### src/rtl/ape_fetch_unit.sv
// Sequential instruction fetch with outstanding-request credits, redirect discard and a registered word FIFO.
// Optional macro APE_FETCH_ERR_HALT_EN: stop issuing requests after an error word until the next redirect.
module ape_fetch_unit #(
  parameter int          FIFO_DEPTH      = 4,
  parameter int          MAX_OUTSTANDING = 2,
  parameter logic [31:0] BOOT_ADDR       = 32'h0000_0000
) (
  input  logic        clk_i,
  input  logic        rst_ni,
  output logic        mem_req_o,
  output logic [31:0] mem_add_o,
  input  logic        mem_gnt_i,
  input  logic        mem_r_valid_i,
  input  logic [31:0] mem_r_rdata_i,
  input  logic        mem_r_opc_i,
  input  logic        redirect_i,
  input  logic [31:0] redirect_addr_i,
  output logic        ie_valid_o,
  input  logic        ie_ready_i,
  output logic [33:0] ie_data_o,
  output logic [31:0] ie_pc_o,
  output logic        busy_o
);
  localparam int PW = $clog2(FIFO_DEPTH);
  localparam int CW = PW + 1;

  logic [33:0]   fdata_q [FIFO_DEPTH];
  logic [31:0]   fpc_q   [FIFO_DEPTH];
  logic [31:0]   pcq_q   [4];
  logic [PW-1:0] rd_ptr_q, rd_ptr_d, wr_ptr_q, wr_ptr_d;
  logic [CW-1:0] cnt_q, cnt_d;
  logic [1:0]    outst_q, outst_d, kill_q, kill_d, pq_rd_q, pq_rd_d, pq_wr_q, pq_wr_d;
  logic [31:0]   fa_q, fa_d, add_q, add_d, fa_base_s;
  logic          req_q, req_d, busy_q, busy_d, first_pend_q, first_pend_d, stale_q, stale_d;
  logic          fire_s, drop_s, push_s, pop_s, held_s, issue_s, halt_s;
`ifdef APE_FETCH_ERR_HALT_EN
  logic          halted_q, halted_d;
`endif

  // Next-state computation for counters, pointers, fetch address and request.
  always_comb begin
    fire_s    = req_q & mem_gnt_i;
    drop_s    = mem_r_valid_i & (kill_q != 2'd0);
    pop_s     = (cnt_q != '0) & ie_ready_i;
    push_s    = mem_r_valid_i & ~drop_s & ~redirect_i;
    held_s    = req_q & ~mem_gnt_i;
    fa_base_s = redirect_i ? (redirect_addr_i & 32'hFFFF_FFFC) : fa_q;
    outst_d   = outst_q + {1'b0, fire_s} - {1'b0, mem_r_valid_i};
    pq_wr_d   = pq_wr_q + {1'b0, fire_s};
    pq_rd_d   = pq_rd_q + {1'b0, mem_r_valid_i};
    // After a redirect everything still in flight is stale; a stalled old request joins at its grant.
    if (redirect_i) begin
      kill_d       = outst_d;
      stale_d      = held_s;
      cnt_d        = '0;
      rd_ptr_d     = '0;
      wr_ptr_d     = '0;
      first_pend_d = 1'b1;
    end else begin
      kill_d       = kill_q - {1'b0, drop_s} + {1'b0, fire_s & stale_q};
      stale_d      = fire_s ? 1'b0 : stale_q;
      cnt_d        = cnt_q + CW'(push_s) - CW'(pop_s);
      rd_ptr_d     = rd_ptr_q + PW'(pop_s);
      wr_ptr_d     = wr_ptr_q + PW'(push_s);
      first_pend_d = push_s ? 1'b0 : first_pend_q;
    end
`ifdef APE_FETCH_ERR_HALT_EN
    if (redirect_i) begin
      halted_d = 1'b0;
    end else if (push_s & mem_r_opc_i) begin
      halted_d = 1'b1;
    end else begin
      halted_d = halted_q;
    end
    halt_s = halted_d;
`else
    halt_s = 1'b0;
`endif
    issue_s = ~halt_s && (int'(outst_d) < MAX_OUTSTANDING)
              && ((int'(cnt_d) + int'(outst_d)) < FIFO_DEPTH);
    req_d   = held_s | issue_s;
    if (held_s) begin
      add_d = add_q;
      fa_d  = fa_base_s;
    end else if (issue_s) begin
      add_d = fa_base_s;
      fa_d  = fa_base_s + 32'd4;
    end else begin
      add_d = add_q;
      fa_d  = fa_base_s;
    end
    busy_d = (outst_d != 2'd0) | (kill_d != 2'd0);
  end

  // Control state registers.
  always_ff @(posedge clk_i or negedge rst_ni) begin
    if (!rst_ni) begin
      rd_ptr_q     <= '0;
      wr_ptr_q     <= '0;
      cnt_q        <= '0;
      outst_q      <= 2'd0;
      kill_q       <= 2'd0;
      pq_rd_q      <= 2'd0;
      pq_wr_q      <= 2'd0;
      fa_q         <= BOOT_ADDR;
      add_q        <= BOOT_ADDR;
      req_q        <= 1'b0;
      busy_q       <= 1'b0;
      first_pend_q <= 1'b1;
      stale_q      <= 1'b0;
`ifdef APE_FETCH_ERR_HALT_EN
      halted_q     <= 1'b0;
`endif
    end else begin
      rd_ptr_q     <= rd_ptr_d;
      wr_ptr_q     <= wr_ptr_d;
      cnt_q        <= cnt_d;
      outst_q      <= outst_d;
      kill_q       <= kill_d;
      pq_rd_q      <= pq_rd_d;
      pq_wr_q      <= pq_wr_d;
      fa_q         <= fa_d;
      add_q        <= add_d;
      req_q        <= req_d;
      busy_q       <= busy_d;
      first_pend_q <= first_pend_d;
      stale_q      <= stale_d;
`ifdef APE_FETCH_ERR_HALT_EN
      halted_q     <= halted_d;
`endif
    end
  end

  // Word FIFO storage and the PC queue of granted addresses.
  always_ff @(posedge clk_i or negedge rst_ni) begin
    if (!rst_ni) begin
      for (int i = 0; i < FIFO_DEPTH; i++) begin
        fdata_q[i] <= '0;
        fpc_q[i]   <= '0;
      end
      for (int i = 0; i < 4; i++) begin
        pcq_q[i] <= '0;
      end
    end else begin
      if (push_s) begin
        fdata_q[wr_ptr_q] <= {mem_r_opc_i, first_pend_q, mem_r_rdata_i};
        fpc_q[wr_ptr_q]   <= pcq_q[pq_rd_q];
      end
      if (fire_s) begin
        pcq_q[pq_wr_q] <= add_q;
      end
    end
  end

  assign mem_req_o  = req_q;
  assign mem_add_o  = add_q;
  assign busy_o     = busy_q;
  assign ie_valid_o = (cnt_q != '0);
  assign ie_data_o  = ie_valid_o ? fdata_q[rd_ptr_q] : 34'd0;
  assign ie_pc_o    = ie_valid_o ? fpc_q[rd_ptr_q] : 32'd0;
endmodule

### config.mk
export PLATFORM = sky130hd
export DESIGN_NAME = ape_fetch_unit
export DESIGN_NICKNAME = d
export VERILOG_FILES = /design/src/rtl/ape_fetch_unit.sv
export SDC_FILE = /design/constraint.sdc
export NUM_CORES = 1
export LEC_CHECK = 0
export CELL_PAD_IN_SITES_DETAIL_PLACEMENT = 0
export CELL_PAD_IN_SITES_GLOBAL_PLACEMENT = 1
export CORE_ASPECT_RATIO = 0.7
export CORE_MARGIN = 2
export CORE_UTILIZATION = 50
export CTS_CLUSTER_DIAMETER = 100
export DETAILED_ROUTE_END_ITERATION = 16
export PLACE_DENSITY_LB_ADDON = 0.1
export SLEW_MARGIN = 20
export SYNTH_ARGS = -nofsm -noshare
export SYNTH_HDL_FRONTEND = slang
export SYNTH_SLANG_ARGS = --single-unit
export TNS_END_PERCENT = 5
### constraint.sdc
create_clock -name clk_i -period 7.5 [get_ports clk_i]
set_input_delay 0.75 -clock clk_i [delete_from_list [all_inputs] [get_ports clk_i]]
set_output_delay 0.75 -clock clk_i [all_outputs]
set_load 0.05 [all_outputs]
==> results.sh, run 1 <==
export IMPL_finalMaxSlewViolations=0
export IMPL_slew_headroom=0.2922
export IMPL_p_comb_frac=0.402
export IMPL_synth_edf_count=0
export IMPL_initial_utilization=0.5049
export IMPL_cp_slowest_stage_delay_ns=0.64
export IMPL_drt_total_wl_um=46640
export IMPL_vias=12200
export IMPL_grt_pass1_wl_um=74720
export IMPL_dp_cells=2068
export IMPL_met3_wirelength_um=1528
export IMPL_cts_hold_buf=0
export IMPL_wl_met1_um=22870
export IMPL_clockBufferDepth=3
export IMPL_power_internal_mw=6.698
export IMPL_ios=172
export IMPL_cts_tree="done"
export IMPL_leakagePower_nw=11.31
export IMPL_yosysWarnings=0
export IMPL_worstSetupPathType="primary input to register"
export IMPL_slowest_stage="or3_1"
export IMPL_fin_crit_ns=4.810
export IMPL_maxCapViolations=0
export IMPL_setup_tns_ns=0
export IMPL_cp_required_ns=7.97
export IMPL_coreArea_sq_um=42250
export IMPL_place_detailed_hpwl_um=29280
export IMPL_synthFlopType="dfrtp_1"
export IMPL_fillCellCount=3307
export IMPL_drtPass1Iterations=4
export IMPL_die_area_sq_um=44360
export IMPL_seqPwrFrac=0.376
export IMPL_grt_overflow_total=0
export IMPL_r2r_start="kill_q[1]$_DFF_PN0_"
export IMPL_clock_power_share=0.222
export IMPL_layout_commonest_cell="dfrtp_1"
export IMPL_crit_fanout=57
export IMPL_nets=1649
export IMPL_dieWidth_um=250.9
export IMPL_startpoint="mem_r_valid_i"
export IMPL_port_buffers=169
export IMPL_yosysTopAreaCell="dfrtp_1"
export IMPL_multi_input_area_sq_um=9037
export IMPL_ir_drop_v=0.0002410
export IMPL_synth_area_sq_um=21330
export IMPL_ff_latch_area_sq_um=11890
export IMPL_grt_max_degree=174
export IMPL_root_buffer="clkbuf_16"
export IMPL_powerDensity_nw_per_um2=421.2
export IMPL_drive_gt1_frac=0.3831
export IMPL_status="finished, final reports clean"
export IMPL_post_cts_buffers=0
export IMPL_p_sw_mw=3.863
export IMPL_synth_cell_types=49
export IMPL_worstPathArrival_ns=5.28
export IMPL_startpoint_type="primary input"
export IMPL_crit_path_end_kind="register"
export IMPL_antenna_found_initial=0
export IMPL_clkSinkCount=475
export IMPL_antennaDiodeCount=0
export IMPL_drt_initial_drc_count=702
export IMPL_clock_skew_ns=0.01751
export IMPL_post_cts_resize_count=0
export IMPL_viasPerCell=5.684
export IMPL_gp_congestion=0.7689
export IMPL_clock_latency_ns=0.56
export IMPL_postSynthCellCount=1413
export IMPL_numCtsBuffers=47
export IMPL_synth_top_cell_area_share=0.5561
export IMPL_topRoutingLayerUsed="met4"
export IMPL_setup_viol=0
export IMPL_ys_seq_area_frac=0.5573
export IMPL_wl_met2_um=21580
export IMPL_synth_nets=1497
export IMPL_grt_pass1_vias=12580
export IMPL_design_area_sq_um=25070
export IMPL_period_share=0.6413
export IMPL_tightest_slew_ns=1.058
export IMPL_track_usage=0.2177
export IMPL_die_y_um=176.8
export IMPL_area_growth_pct=17.55
export IMPL_synth_area_leaders="dfrtp_1, mux2_2, mux4_2"
export IMPL_drtAntennaViolNets=0
export IMPL_avgSynthCellArea_sq_um=15.10
export IMPL_placementRows=63
export IMPL_hold_violations=0
export IMPL_path_cells="clkdlybuf4s50_1 -> and3_1 -> inv_1 -> ha_1 -> inv_1 -> ha_1 -> fa_1 -> nor2b_1 -> ha_1 -> nand4b_1 -> o2111ai_2 -> nand2b_4 -> or3_1 -> nor4_1 -> xnor2_1"
export IMPL_crit_top_cell="ha_1"
export IMPL_ys_seq_elements=475
export IMPL_rsz0062_at_grt="no"
export IMPL_placed_cell_area_sq_um=23550
export IMPL_async_flop_share=1.000
export IMPL_drc_errors=0
export IMPL_fmax_mhz=207.9
export IMPL_clk_pin_slew_worst_paths_ns=0.06
export IMPL_routedWlPerCell_um=21.72
export IMPL_layout_common_cells="dfrtp_1, mux2_2, clkdlybuf4s50_1"
export IMPL_htree_levels=2
export IMPL_worstHoldPathType="primary input to asynchronous set/reset pin"
export IMPL_p_sw_frac=0.3658
export IMPL_fin_cells=2147
==> cells in the mapped netlist (3+ instances only) <==
| cell | instances |
|---|---|
| dfrtp_1 | 474 |
| mux2_2 | 402 |
| mux4_2 | 98 |
| and2_1 | 68 |
| nand2_1 | 47 |
| clkbuf_1 | 38 |
| o21ai_0 | 29 |
| buf_2 | 28 |
| xnor2_1 | 25 |
| mux2i_1 | 23 |
| nor2_1 | 23 |
| buf_1 | 17 |
| inv_1 | 14 |
| nor2b_1 | 14 |
| ha_1 | 12 |
| nor3_1 | 12 |
| nand3_1 | 11 |
| xor2_1 | 11 |
| a21oi_1 | 10 |
| nand3b_1 | 6 |
| a32oi_1 | 5 |
| nand4_1 | 4 |
| nand4b_1 | 4 |
| and3_1 | 3 |
| or3_1 | 3 |
==> path summary, 6_finish.rpt <==
| kind | end | slack [ns] | depth (start not counted) |
|---|---|---|---|
| worst max-delay path | fa_q[16]$_DFF_PN0_ | 2.69 | 15 |
| worst min-delay path | fdata_q[94]$_DFFE_PN0P_ | 0.16 | 1 |
| worst max register to register | fa_q[16]$_DFF_PN0_ | 2.87 | 15 |
| worst min register to register | fdata_q[6]$_DFFE_PN0P_ | 0.50 | 1 |
| max in group asynchronous | fpc_q[18]$_DFFE_PN0P_ | 5.97 | 2 |
| min in group clk_i | fdata_q[6]$_DFFE_PN0P_ | 0.50 | 1 |
==> power by group through the flow <==
stage	logic, mW	registers (mW)	clock network (mW)
floorplan	2.94	3.99	0
global placement	4.23	3.98	0
detailed placement	4.30	4.01	0
CTS	4.31	3.98	2.41
global route	4.56	4.09	2.52
finish	4.25	3.97	2.34
==> registers in the layout, indices dropped and copies added (netlist names) <==
name	cells
cnt_q	3
kill_q	2
pq_rd_q	2
wr_ptr_q	2
fa_q	32
mem_req_o	1
pq_wr_q	2
outst_q	2
busy_o	1
stale_q	1
fpc_q	128
rd_ptr_q	2
first_pend_q	1
pcq_q	128
mem_add_o	32
fdata_q	136
==> layout make-up <==
| type | count | area share |
|---|---|---|
| Clock buffer | 70 | 0.05604 |
| Inverter | 14 | 0.002096 |
| Timing Repair Buffer | 190 | 0.07475 |
| Multi-Input combinational cell | 837 | 0.3604 |
| Tap cell | 552 | 0.02754 |
| Sequential cell | 475 | 0.4744 |
| Clock inverter | 9 | 0.004790 |
==> kinds of logic after synthesis <==
family	Yosys count	share of synthesized area
and+or+nand+nor	207	0.05414
DFF	475	0.5573
xor gates and xnor gates	38	0.01701
muxes	523	0.3265
AOI/OAI and AO/OA	56	0.01660
adders and majority gates	13	0.007977
buffers and inverters	101	0.02047
==> critical path, delay by kind of cell <==
kind	cells	cell delay, ns
and+or+nand+nor	6	2.19
adders and majority gates	4	1.21
buffers and inverters	3	0.70
AOI/OAI and AO/OA	1	0.26
xor gates and xnor gates	1	0.15
==> metrics by stage <==
step,power (mW),hold slack [ns],util,setup slack [ns]
after floorplan,6.927,0.4544,-,3.141
after global placement,8.207,0.4822,0.5574,2.165
after detailed placement,8.315,0.4872,0.5574,2.129
after CTS,10.70,0.1710,0.5935,2.691
after global routing,11.16,0.2014,0.5935,2.401
final,10.56,0.1617,0.5935,2.690
==> metal layers <==
metal / up-vias / GRT usage
met5: - / 0
met4: 0 / 0.04464
met3: 58 / 0.02985
met2: 201 / 0.3397
met1: 6490 / 0.3299
li1: 5455 / -
Note: power is estimated with default switching activity, not from simulation.
==> run 2, diff against run 1 <==
--- a/config.mk
+++ b/config.mk
@@ -9,7 +9,7 @@
 export CELL_PAD_IN_SITES_GLOBAL_PLACEMENT = 1
 export CORE_ASPECT_RATIO = 0.7
 export CORE_MARGIN = 2
-export CORE_UTILIZATION = 50
+export CORE_UTILIZATION = 44
 export CTS_CLUSTER_DIAMETER = 100
 export DETAILED_ROUTE_END_ITERATION = 16
 export PLACE_DENSITY_LB_ADDON = 0.1
==> constraint.sdc (replaced) <==
create_clock -name clk_i -period 3.9 [get_ports clk_i]
set_input_delay 0.39 -clock clk_i [delete_from_list [all_inputs] [get_ports clk_i]]
set_output_delay 0.39 -clock clk_i [all_outputs]
set_load 0.05 [all_outputs]
==> results.sh, run 2 (same netlist as run 1, synthesis figures left out) <==
export IMPL_placementRows=67
export IMPL_powerDensity_nw_per_um2=809.8
export IMPL_crit_path_end_kind="register"
export IMPL_clock_skew_ns=0.03238
export IMPL_slew_headroom=0.3663
export IMPL_dp_cells=2203
export IMPL_clkSinkCount=475
export IMPL_fin_cells=2297
export IMPL_top_regs="fdata_q x136, fpc_q x128, pcq_q x128"
export IMPL_cts_tree="done"
export IMPL_finalMaxSlewViolations=0
export IMPL_crit_fanout=5
export IMPL_viasPerCell=5.409
export IMPL_setup_viol=0
export IMPL_clk_pin_slew_worst_paths_ns=0.06
export IMPL_tightest_slew_ns=0.9506
export IMPL_startpoint="cnt_q[0]$_DFF_PN0_"
export IMPL_place_detailed_hpwl_um=31950
export IMPL_hold_start="redirect_i"
export IMPL_grt_overflow_total=0
export IMPL_ios=172
export IMPL_leakagePower_nw=11.65
export IMPL_initial_utilization=0.4456
export IMPL_finalPower_mw=20.98
export IMPL_routedWlPerCell_um=21.57
export IMPL_drtPass1Iterations=7
export IMPL_drc_errors=0
export IMPL_ir_drop_v=0.0003893
export IMPL_die_area_sq_um=50280
export IMPL_gp_congestion=0.7950
export IMPL_clock_latency_ns=0.57
export IMPL_area_growth_pct=21.47
export IMPL_numCtsBuffers=49
export IMPL_hold_violations=0
export IMPL_die_y_um=188.2
export IMPL_startpoint_type="register"
export IMPL_drt_initial_drc_count=641
export IMPL_worstPathArrival_ns=4.32
export IMPL_clockBufferDepth=3
export IMPL_antennaDiodeCount=0
export IMPL_rsz0062_at_grt="yes"
export IMPL_fillCellCount=3923
export IMPL_grt_pass1_vias=13220
export IMPL_grt_max_degree=110
export IMPL_drtAntennaViolNets=0
export IMPL_worstHoldPathType="primary input to register"
export IMPL_largest_register_ffs=136
export IMPL_worstSetupPathType="register to register"
export IMPL_nets=1688
export IMPL_period_share=0.9895
export IMPL_drt_total_wl_um=49550
export IMPL_antenna_found_initial=0
export IMPL_drive_gt1_frac=0.4093
export IMPL_ff_latch_area_sq_um=11890
export IMPL_vias=12420
export IMPL_port_buffers=169
export IMPL_root_buffer="clkbuf_16"
export IMPL_coreArea_sq_um=47870
export IMPL_fmax_mhz=259.1
export IMPL_cp_required_ns=4.36
export IMPL_grt_pass1_wl_um=79380
export IMPL_layout_common_cells="dfrtp_1, mux2_2, clkdlybuf4s50_1"
export IMPL_status="finished, final reports clean"
export IMPL_multi_input_area_sq_um=9191
export IMPL_dieWidth_um=267.2
export IMPL_htree_levels=2
export IMPL_track_usage=0.2034
export IMPL_maxCapViolations=0
export IMPL_layout_commonest_cell="dfrtp_1"
export IMPL_r2r_start="cnt_q[0]$_DFF_PN0_"
export IMPL_regMostFlops="fdata_q"
export IMPL_fin_crit_ns=3.859
## run 2: cell types whose count changed in the layout (fill, tap and decap cells not counted), sizes merged
cell / change
buf: +36
clkbuf: +7
clkinv: +1
bufinv: +1
dlygate4sd3: +1
inv: +1
## run 2: repair_timing
| action | in CTS | in global routing |
|---|---|---|
| endpoints found under the hold margin | 57 | 0 |
| hold buffers | 1 | 0 |
| buffers inserted | 4 | 0 |
| pin swaps | 9 | 12 |
| resized for setup | 16 | 11 |
| endpoints found under the setup margin | 15 | 14 |
## run 2: worst max-delay path, cell delays in order, from the launching register on
cell,delay (ns)
dfrtp_1,0.38
or3_4,0.38
and2_4,0.16
ha_4,0.26
inv_2,0.04
ha_4,0.14
fa_1,0.47
nor2b_4,0.16
ha_4,0.21
nand4b_1,0.09
o2111ai_2,0.16
buf_4,0.21
or4_4,0.48
or2_4,0.31
nor4_4,0.14
xor2_1,0.18
## run 2: cell type report
class,count,share of cell area
tap,655,0.03163
clock inverter,12,0.006471
inverter,14,0.002028
multi-input combinational,837,0.3547
timing repair buffer,227,0.08842
clock buffer,77,0.05766
sequential,475,0.4591
## run 2: path summary, 6_finish.rpt
check	end	slack [ns]	cells after the start
hold / removal	wr_ptr_q[1]$_DFF_PN0_	0.16	3
setup / recovery	fa_q[29]$_DFF_PN0_	0.04	15
hold reg to reg	pcq_q[9]$_DFFE_PN0P_	0.50	1
setup reg to reg	fa_q[29]$_DFF_PN0_	0.04	15
min in group asynchronous	fdata_q[126]$_DFFE_PN0P_	0.49	2
max in group asynchronous	fdata_q[78]$_DFFE_PN0P_	2.37	4
## run 2: stage by stage
stage	hold slack [ns]	setup TNS (ns)	utilization	cell area (sq um)	worst slack, ns
final	0.1561	0	0.5413	25910	0.04078
after CTS	0.1286	-0.1853	0.5400	25850	-0.09459
after global routing	0.1527	-0.4349	0.5413	25910	-0.1164
after detailed placement	0.4874	-6.820	0.5024	24050	-0.3962
after floorplan	0.09441	-0.02741	-	21350	-0.02741
after global placement	0.4815	-5.945	0.5024	24050	-0.3455
## run 2: layer usage
layer	vias up	wire length, um	track usage
li1	5575	-	-
met1	6565	24160	0.3061
met2	221	22700	0.3152
met3	63	1914	0.03136
met4	0	781	0.04041
met5	-	0	0
## run 2: power by group
part	switching [mW]	internal, mW	total (mW)
sequential	1.01	6.47	7.47
clock	1.92	2.89	4.81
combinational	4.72	3.98	8.70
total	7.65	13.3	21.0
==> run 3, diff against run 2 <==
--- a/config.mk
+++ b/config.mk
@@ -13,7 +13,7 @@
 export CTS_CLUSTER_DIAMETER = 100
 export DETAILED_ROUTE_END_ITERATION = 16
 export PLACE_DENSITY_LB_ADDON = 0.1
-export SLEW_MARGIN = 20
+export SLEW_MARGIN = 40
 export SYNTH_ARGS = -nofsm -noshare
 export SYNTH_HDL_FRONTEND = slang
 export SYNTH_SLANG_ARGS = --single-unit
==> results.sh, run 3 (same netlist as run 1, synthesis figures left out) <==
export IMPL_status="finished, final reports clean"
export IMPL_setup_viol=0
export IMPL_slowest_stage="or4_4"
export IMPL_startpoint="cnt_q[0]$_DFF_PN0_"
export IMPL_drt_total_wl_um=49450
export IMPL_grt_pass1_wl_um=79000
export IMPL_worstSetupPathType="register to register"
export IMPL_largest_register_ffs=136
export IMPL_cts_tree="done"
export IMPL_setup_tns_ns=0
export IMPL_fillCellCount=3941
export IMPL_drive_gt1_frac=0.4068
export IMPL_htree_levels=2
export IMPL_layout_commonest_cell="dfrtp_1"
export IMPL_worstHoldPathType="primary input to register"
export IMPL_drtAntennaViolNets=0
export IMPL_slew_headroom=0.4678
export IMPL_finalMaxSlewViolations=0
export IMPL_dieWidth_um=267.2
export IMPL_startpoint_type="register"
export IMPL_path_cells="or3_4 -> and2_4 -> ha_4 -> inv_1 -> ha_2 -> fa_1 -> nor2b_4 -> ha_4 -> nand4b_1 -> o2111ai_4 -> or4_4 -> or2_4 -> nor4_4 -> xor2_1"
export IMPL_clockBufferDepth=3
export IMPL_finalPower_mw=20.85
export IMPL_hold_start="redirect_i"
export IMPL_r2r_start="cnt_q[0]$_DFF_PN0_"
export IMPL_numCtsBuffers=47
export IMPL_track_usage=0.2028
export IMPL_nets=1684
export IMPL_initial_utilization=0.4456
export IMPL_die_area_sq_um=50280
export IMPL_area_growth_pct=20.98
export IMPL_clk_pin_slew_worst_paths_ns=0.07
export IMPL_ios=172
export IMPL_leakagePower_nw=11.59
export IMPL_clock_skew_ns=0.01688
export IMPL_regMostFlops="fdata_q"
export IMPL_placementRows=67
export IMPL_antenna_found_initial=1
export IMPL_layout_common_cells="dfrtp_1, mux2_2, clkdlybuf4s50_1"
export IMPL_critPathTopFamily="simple AND/OR/NAND/NOR gates"
export IMPL_port_buffers=169
export IMPL_hold_violations=0
export IMPL_drtPass1Iterations=5
export IMPL_drc_errors=0
export IMPL_maxCapViolations=0
export IMPL_ir_drop_v=0.0004127
export IMPL_dp_slack_ns=-0.3950
export IMPL_coreArea_sq_um=47870
export IMPL_rsz0062_at_grt="no"
export IMPL_tightest_slew_ns=0.7983
export IMPL_dp_cells=2204
export IMPL_gp_congestion=0.7950
export IMPL_placed_cell_area_sq_um=24080
export IMPL_root_buffer="clkbuf_16"
export IMPL_cp_required_ns=4.37
export IMPL_crit_fanout=5
export IMPL_clkSinkCount=475
export IMPL_grt_max_degree=76
export IMPL_drt_initial_drc_count=754
export IMPL_top_regs="fdata_q x136, fpc_q x128, pcq_q x128"
export IMPL_crit_top_cell="ha_4"
export IMPL_viasPerCell=5.372
export IMPL_fin_cells=2292
export IMPL_whs_ns=0.1687
export IMPL_fin_crit_ns=3.723
export IMPL_routedWlPerCell_um=21.57
export IMPL_worstPathArrival_ns=4.20
export IMPL_grt_pass1_vias=13080
export IMPL_powerDensity_nw_per_um2=808.0
export IMPL_place_detailed_hpwl_um=32140
export IMPL_clock_latency_ns=0.56
export IMPL_die_y_um=188.2
export IMPL_grt_overflow_total=0
export IMPL_path_buf_inv=1
export IMPL_fin_ws_ns=0.1769
export IMPL_period_share=0.9547
export IMPL_design_area_sq_um=25810
export IMPL_final_core_util=0.5391
export IMPL_fmax_mhz=268.6
export IMPL_crit_path_end_kind="register"
export IMPL_antennaDiodeCount=0
export IMPL_cp_slowest_stage_delay_ns=0.50
export IMPL_vias=12310
run 3: worst paths after layout:
path	to	slack [ns]	cells past startpoint
setup / recovery	fa_q[29]$_DFF_PN0_	0.18	14
hold / removal	wr_ptr_q[0]$_DFF_PN0_	0.17	3
setup reg to reg	fa_q[29]$_DFF_PN0_	0.18	14
hold reg to reg	fpc_q[30]$_DFFE_PN0P_	0.50	1
max in group asynchronous	pcq_q[67]$_DFFE_PN0P_	2.45	4
min in group asynchronous	fdata_q[126]$_DFFE_PN0P_	0.35	2
run 3: layer usage:
metal  global-route usage  share of wire
met5                    0              0
met4              0.03673          0.014
met3              0.02940          0.042
met1               0.3111           0.48
met2               0.3103           0.46
run 3: power breakdown:
| group | internal (mW) | switching (mW) | leakage [nW] | total, mW |
|---|---|---|---|---|
| clock network | 2.78 | 1.92 | 0.804 | 4.70 |
| registers | 6.46 | 1.01 | 6.19 | 7.48 |
| logic | 3.95 | 4.72 | 4.60 | 8.67 |
| total | 13.2 | 7.66 | 11.6 | 20.9 |
run 3: what timing repair did:
item	in CTS	in global routing
hold buffers	1	0
hold endpoints to repair	49	0
endpoints found under the setup margin	14	10
buffers inserted	2	0
resized for setup	6	8
pin swaps	8	1
run 3: area by class of cell:
| type | instances | area [sq um] | share of cell area |
|---|---|---|---|
| Clock buffer | 73 | 1466 | 0.05682 |
| Multi-Input combinational cell | 837 | 9141 | 0.3542 |
| Clock inverter | 13 | 143.9 | 0.005576 |
| Inverter | 14 | 52.55 | 0.002036 |
| Timing Repair Buffer | 225 | 2288 | 0.08868 |
| Sequential cell | 475 | 11890 | 0.4609 |
| Tap cell | 655 | 819.5 | 0.03176 |
run 3: worst reg2reg max path, delay by kind of cell, from the launching register on:
| family | cells | cell delay (ns) |
|---|---|---|
| AND/OR/NAND/NOR | 7 | 1.82 |
| AO/OA/AOI/OAI | 1 | 0.15 |
| flip-flops | 1 | 0.38 |
| adder cells (fa/ha/maj) | 4 | 1.10 |
| buffers and inverters | 1 | 0.03 |
| XOR/XNOR | 1 | 0.17 |
